`src/rtl/div_ctrl_pkg.sv`:
```
// Shared constants for the DIV/DIVU controller:
// state encoding, default width, result-bus layout.
package div_ctrl_pkg;

  localparam int DIV_DATA_W = 32;

  localparam logic [1:0] S_IDLE = 2'd0;
  localparam logic [1:0] S_SEND = 2'd1;
  localparam logic [1:0] S_WAIT = 2'd2;
  localparam logic [1:0] S_DONE = 2'd3;

  // dout_tdata = {quotient, remainder}, in DATA_W halves
  localparam int DOUT_R_HALF = 0;
  localparam int DOUT_Q_HALF = 1;

endpackage

```
`src/rtl/div_sign_fix.sv`:
```
// Two-lane conditional negate; gives operand magnitudes
// on the way in and signed Q/R on the way out.
module div_sign_fix #(
  parameter int W = 32
) (
  input  logic [W-1:0] a,
  input  logic         a_neg,
  input  logic [W-1:0] b,
  input  logic         b_neg,
  output logic [W-1:0] a_fix,
  output logic [W-1:0] b_fix
);

  assign a_fix = a_neg ? (-a) : a;
  assign b_fix = b_neg ? (-b) : b;

endmodule

```
`src/rtl/div_ctrl.sv`:
```
// EX-stage controller for DIV/DIVU: feeds an AXI-stream
// divider and writes sign-corrected results to HI/LO.
module div_ctrl
  import div_ctrl_pkg::*;
#(
  parameter int DATA_W = DIV_DATA_W
) (
  input  logic                clk,
  input  logic                resetn,
  input  logic                op_valid,
  input  logic                op_signed,
  input  logic [DATA_W-1:0]   op_src1,
  input  logic [DATA_W-1:0]   op_src2,
  input  logic                op_flush,
  input  logic                op_advance,
  output logic                op_ready,
  output logic                busy,
  output logic                dividend_tvalid,
  input  logic                dividend_tready,
  output logic [DATA_W-1:0]   dividend_tdata,
  output logic                divisor_tvalid,
  input  logic                divisor_tready,
  output logic [DATA_W-1:0]   divisor_tdata,
  input  logic                dout_tvalid,
  input  logic [2*DATA_W-1:0] dout_tdata,
  output logic                hi_we,
  output logic [DATA_W-1:0]   hi_wdata,
  output logic                lo_we,
  output logic [DATA_W-1:0]   lo_wdata
);

  logic [1:0]        state;
  logic              drop;
  logic              q_neg;
  logic              r_neg;
  logic              s1_neg;
  logic              s2_neg;
  logic [DATA_W-1:0] mag1;
  logic [DATA_W-1:0] mag2;
  logic [DATA_W-1:0] quo;
  logic [DATA_W-1:0] rem;
  logic [DATA_W-1:0] quo_fix;
  logic [DATA_W-1:0] rem_fix;
  logic              dvd_done;
  logic              dvs_done;

  assign s1_neg = op_signed & op_src1[DATA_W-1];
  assign s2_neg = op_signed & op_src2[DATA_W-1];

  assign quo = dout_tdata[DOUT_Q_HALF*DATA_W +: DATA_W];
  assign rem = dout_tdata[DOUT_R_HALF*DATA_W +: DATA_W];

  div_sign_fix #(.W(DATA_W)) u_pre (
    .a     (op_src1),
    .a_neg (s1_neg),
    .b     (op_src2),
    .b_neg (s2_neg),
    .a_fix (mag1),
    .b_fix (mag2)
  );

  div_sign_fix #(.W(DATA_W)) u_post (
    .a     (quo),
    .a_neg (q_neg),
    .b     (rem),
    .b_neg (r_neg),
    .a_fix (quo_fix),
    .b_fix (rem_fix)
  );

  // A channel is finished once its beat is accepted
  assign dvd_done = !dividend_tvalid || dividend_tready;
  assign dvs_done = !divisor_tvalid || divisor_tready;

  assign op_ready = (state == S_DONE);
  assign busy     = (state != S_IDLE);

  always_ff @(posedge clk or negedge resetn) begin
    if (!resetn) begin
      state           <= S_IDLE;
      drop            <= 1'b0;
      q_neg           <= 1'b0;
      r_neg           <= 1'b0;
      dividend_tvalid <= 1'b0;
      divisor_tvalid  <= 1'b0;
      dividend_tdata  <= '0;
      divisor_tdata   <= '0;
      hi_we           <= 1'b0;
      lo_we           <= 1'b0;
      hi_wdata        <= '0;
      lo_wdata        <= '0;
    end else begin
      hi_we <= 1'b0;
      lo_we <= 1'b0;
      unique case (state)
        S_IDLE: begin
          if (op_valid && !op_flush) begin
            dividend_tdata  <= mag1;
            divisor_tdata   <= mag2;
            q_neg           <= s1_neg ^ s2_neg;
            r_neg           <= s1_neg;
            dividend_tvalid <= 1'b1;
            divisor_tvalid  <= 1'b1;
            drop            <= 1'b0;
            state           <= S_SEND;
          end
        end
        S_SEND: begin
          if (dividend_tvalid && dividend_tready)
            dividend_tvalid <= 1'b0;
          if (divisor_tvalid && divisor_tready)
            divisor_tvalid <= 1'b0;
          if (op_flush)
            drop <= 1'b1;
          if (dvd_done && dvs_done)
            state <= S_WAIT;
        end
        S_WAIT: begin
          if (dout_tvalid) begin
            if (drop || op_flush) begin
              state <= S_IDLE;
            end else begin
              hi_we    <= 1'b1;
              lo_we    <= 1'b1;
              hi_wdata <= rem_fix;
              lo_wdata <= quo_fix;
              state    <= S_DONE;
            end
          end else if (op_flush) begin
            drop <= 1'b1;
          end
        end
        S_DONE: begin
          if (op_flush || op_advance)
            state <= S_IDLE;
        end
        default: state <= S_IDLE;
      endcase
    end
  end

endmodule

```
`config.mk`:
```
export PLATFORM = sky130hd
export DESIGN_NAME = div_ctrl
export DESIGN_NICKNAME = d
export VERILOG_FILES = /design/src/rtl/div_ctrl_pkg.sv /design/src/rtl/div_sign_fix.sv /design/src/rtl/div_ctrl.sv
export SDC_FILE = /design/constraint.sdc
export NUM_CORES = 1
export LEC_CHECK = 0
export ABC_AREA = 1
export BUFFER_PORTS_ARGS = -buffer_cell sky130_fd_sc_hd__buf_4
export CAP_MARGIN = 20
export CORE_MARGIN = 1.5
export CORE_UTILIZATION = 45
export DETAILED_ROUTE_END_ITERATION = 8
export PLACE_DENSITY = 0.79
export SLEW_MARGIN = 20
export SYNTH_ARGS = -nofsm -noshare
export SYNTH_HDL_FRONTEND = slang
export SYNTH_SLANG_ARGS = --single-unit
```
`constraint.sdc`:
```
create_clock -name clk -period 2.15 [get_ports clk]
set_clock_uncertainty 0.1 [all_clocks]
set_input_delay 0 -clock clk [delete_from_list [all_inputs] [get_ports clk]]
set_output_delay 0 -clock clk [all_outputs]
set_load 0.05 [all_outputs]
```
==> flow_metrics.env <==
export IMPL_outcome="finished clean"
export IMPL_finalSetupViolCount=0
export IMPL_critical_path_reg2reg_startpoint="state[1]"
export IMPL_via_count_of_the_first_global_routing_pass=10141
export IMPL_route_vias_total=10579
export IMPL_insertion_delay_ns=0.42
export IMPL_ys_warn_count=0
export IMPL_timing_max_transition_violations_final=0
export IMPL_route_final_wire_length_mm=31.88
export IMPL_antenna_left=0
export IMPL_timing_critical_path_arrival_ns=2.33
export IMPL_cts_made_buffers=17
export IMPL_fin_area_mm2=0.01342
export IMPL_critPathRequiredTime_ns=2.42
export IMPL_timing_setup_tns_ns=0
export IMPL_numPortBuffers=270
export IMPL_ys_types=39
export IMPL_cts_tree="done"
export IMPL_dominant_cell_by_count_in_the_synthesized_netlist="sky130_fd_sc_hd__nand2_1"
export IMPL_synth_top_cell_area_share_pct=38.36
export IMPL_reg2regPathDepth=7
export IMPL_maxClockFrequency_mhz=484.3
export IMPL_design_power_total_mw=17.37
export IMPL_route_detailed_drc=0
export IMPL_setup_worst_path_end_class="flip-flop"
export IMPL_post_route_period_util_pct=96.04
export IMPL_reported_net_switching_power_mw=8.920
export IMPL_worst_hold_path_endpoint="lo_wdata[1]"
export IMPL_path_buf_inv=4
export IMPL_slew_limit_headroom_pct=64.38
export IMPL_tritoncts_num_sinks=136
export IMPL_detail_route_wl_per_cell_um=15.66
export IMPL_fin_util_pct=69.18
export IMPL_detailed_place_area_mm2=0.01119
export IMPL_dp_slack_ns=0.4223
export IMPL_postSynthRegisterBits=136
export IMPL_crit_path_top_delay_cell="sky130_fd_sc_hd__dlygate4sd3_1"
export IMPL_cap_viol_max_count=0
export IMPL_final_min_clock_period_ns=2.065
export IMPL_critical_path_max_stage_delay_ns=0.55
export IMPL_flow_area_growth_from_synthesis_pct=51.26
export IMPL_synthDominantAreaCellType="sky130_fd_sc_hd__dfrtp_1"
export IMPL_layout_drive_gt1_share_pct=20.38
export IMPL_cts_path_max_buffers=2
export IMPL_synth_seq_area_share_pct=38.36
export IMPL_number_of_cell_rows=51
export IMPL_worst_r2r_endpoint="divisor_tdata[31]"
export IMPL_crit_fanout=4
export IMPL_root_buffer="sky130_fd_sc_hd__clkbuf_16"
export IMPL_postSynth_topFlopCell="sky130_fd_sc_hd__dfrtp_1"
export IMPL_critical_path_startpoint_type="input port"
export IMPL_cell_class_contributing_the_biggest_share_of_worst_path_delay="buffers and inverters"
export IMPL_crit_path_kind="input port to flip-flop"
export IMPL_irDropWorstVdd_mv=1.170
export IMPL_total_leakage_power_nw=6.843
export IMPL_ioPinCount=271
export IMPL_powerDensity_mw_per_mm2=1295
export IMPL_crit_path_frequent_cell="sky130_fd_sc_hd__nand2_1"
export IMPL_antenna_found_initial=0
export IMPL_floorplan_initialDensity_pct=45.74
export IMPL_critical_path_cell_chain="dlygate4sd3_1 -> buf_4 -> nor2_1 -> nand2_1 -> nand2_1 -> nand3_1 -> nand2_1 -> dlygate4sd3_1 -> nand3_1 -> dlygate4sd3_1 -> nand2_1"
export IMPL_design_core_area_mm2=0.01940
export IMPL_die_area_mm2=0.02057
export IMPL_clkPwrFrac_pct=15.9
export IMPL_hold_path_startpoint="dout_tdata[33]"
export IMPL_clk_transition_reported_paths_ns=0.06
export IMPL_regToRegSetupSlack_ns=0.10
export IMPL_number_of_enable_flip_flop_cells_after_synthesis=0
export IMPL_dieWidth_um=143.4
export IMPL_whs_ns=0.01209
export IMPL_number_of_antenna_diodes=0
export IMPL_gpl_final_weighted_congestion=0.9538
export IMPL_synthesis_area_mm2=0.008872
export IMPL_drt_first_pass_iters=6
export IMPL_layout_nets=1904
export IMPL_hpwl_mm=21.58
export IMPL_vias_per_cell=5.196
export IMPL_stdcell_count=2036
export IMPL_postSynthNetCount=1485
export IMPL_grt_max_degree=86
export IMPL_cell_count_after_synthesis=1340
export IMPL_grt_total_usage_pct=30.52
export IMPL_netlist_top_cells_count="sky130_fd_sc_hd__nand2_1, sky130_fd_sc_hd__nand3_1, sky130_fd_sc_hd__nor2_1"
export IMPL_hold_path_depth=5
export IMPL_synth_area_leaders="sky130_fd_sc_hd__dfrtp_1, sky130_fd_sc_hd__nand2_1, sky130_fd_sc_hd__nand3_1"
export IMPL_final_hold_viol_count=0
export IMPL_grt_pass1_wl_mm=49.50
export IMPL_seq_pwr_share_pct=26.1
export IMPL_worstMarginPinSlew_ns=0.5343
export IMPL_detailedRoute_firstIterationViolations=792
export IMPL_worstHoldPathType="input port to flip-flop"
export IMPL_die_outline_height_um=143.4
export IMPL_internal_power_of_the_cells_mw=8.455
export IMPL_global_route_overflow_total=0
export IMPL_dp_cells=1845
export IMPL_netSwitchingFraction_pct=51.34
export IMPL_final_setup_worst_slack_ns=0.08505
export IMPL_post_synth_cell_area_avg_um2=6.621
export IMPL_power_combinational_fraction_pct=58.0
export IMPL_htreeDepth=4
export IMPL_fillers=1658
export IMPL_async_flop_share_pct=100.0
-- worst reg2reg max path: stages, from the launching register on --
cell	delay, ns
sky130_fd_sc_hd__dfrtp_1	0.41
sky130_fd_sc_hd__inv_2	0.10
sky130_fd_sc_hd__ha_2	0.21
sky130_fd_sc_hd__nand3_2	0.14
sky130_fd_sc_hd__buf_12	0.24
sky130_fd_sc_hd__nand2_1	0.13
sky130_fd_sc_hd__nand2_1	0.05
sky130_fd_sc_hd__dlygate4sd3_1	0.55
-- sequential cells by signal, summed over array words and instances, names as in the netlist, 2 cells and up --
signal	cells
hi_wdata	32
state	2
dividend_tdata	32
lo_wdata	32
divisor_tdata	32
-- cell type report --
| class | count | area (µm²) | share of cell area, % |
|---|---|---|---|
| Clock buffer | 19 | 442.9 | 3.300 |
| Clock inverter | 12 | 105.1 | 0.7831 |
| Inverter | 116 | 444.2 | 3.310 |
| Multi-Input combinational cell | 1046 | 4856 | 36.18 |
| Sequential cell | 136 | 3405 | 25.37 |
| Tap cell | 265 | 331.6 | 2.471 |
| Timing Repair Buffer | 442 | 3836 | 28.58 |
-- logic make-up (layout without fill, tap and decap cells) --
kind of cell | after synthesis | count (layout) | share of synthesized area, %
adders and majority gates | 8 | 8 | 1.128
AOI/OAI and AO/OA | 115 | 115 | 7.009
xor gates and xnor gates | 40 | 40 | 3.949
and+or+nand+nor | 883 | 883 | 42.17
DFF | 136 | 136 | 38.36
buffers and inverters | 158 | 589 | 7.390
-- power groups by stage --
stage                     clock network, mW  registers [mW]  logic, mW
final                                  2.76            4.53       10.1
after global routing                   2.90            4.65       10.8
after CTS                              2.80            4.49       9.94
after detailed placement                  0            4.50       9.63
after global placement                    0            4.49       9.50
after floorplan                           0            8.28       2.73
-- worst max-delay path by stage --
stage                     slack [ns]  cells after the start   startpoint            endpoint
after global placement          0.50                      9     state[0]         hi_wdata[8]
final                           0.09                     11  op_src2[20]   divisor_tdata[24]
after global routing           -0.01                     13   op_src1[1]  dividend_tdata[16]
after CTS                       0.02                      8     state[1]   divisor_tdata[24]
after detailed placement        0.42                      7     state[1]    divisor_tdata[1]
after floorplan                 0.54                      9     state[0]        lo_wdata[25]
-- layout by cell type, fill, tap and decap left out, drive strengths merged, types with 3 or more instances in the layout --
cell / instances
nand2: 494
buf: 286
nand3: 183
nor2: 163
dlygate4sd3: 153
dfrtp: 136
inv: 115
o21ai: 91
xor2: 34
clkbuf: 22
nand4: 18
nand3b: 16
a21oi: 9
clkinv: 9
ha: 8
xnor2: 6
nor3: 4
o21bai: 4
clkinvlp: 3
or2: 3
-- what timing repair did --
action | CTS | global route
setup endpoints to repair | 0 | 9
gates resized for setup | 0 | 16
setup buffers | 0 | 4
endpoints found under the hold margin | 269 | 0
hold buffers | 153 | 0
-- per-layer routing --
metal | track usage (%) | up-vias | wire, µm
met4 | 11.65 | 0 | 945
met5 | 0 | - | 0
li1 | - | 5123 | -
met1 | 37.53 | 4895 | 13140
met2 | 52.68 | 479 | 15200
met3 | 6.031 | 82 | 2590
(Power assumes the default switching activity.)
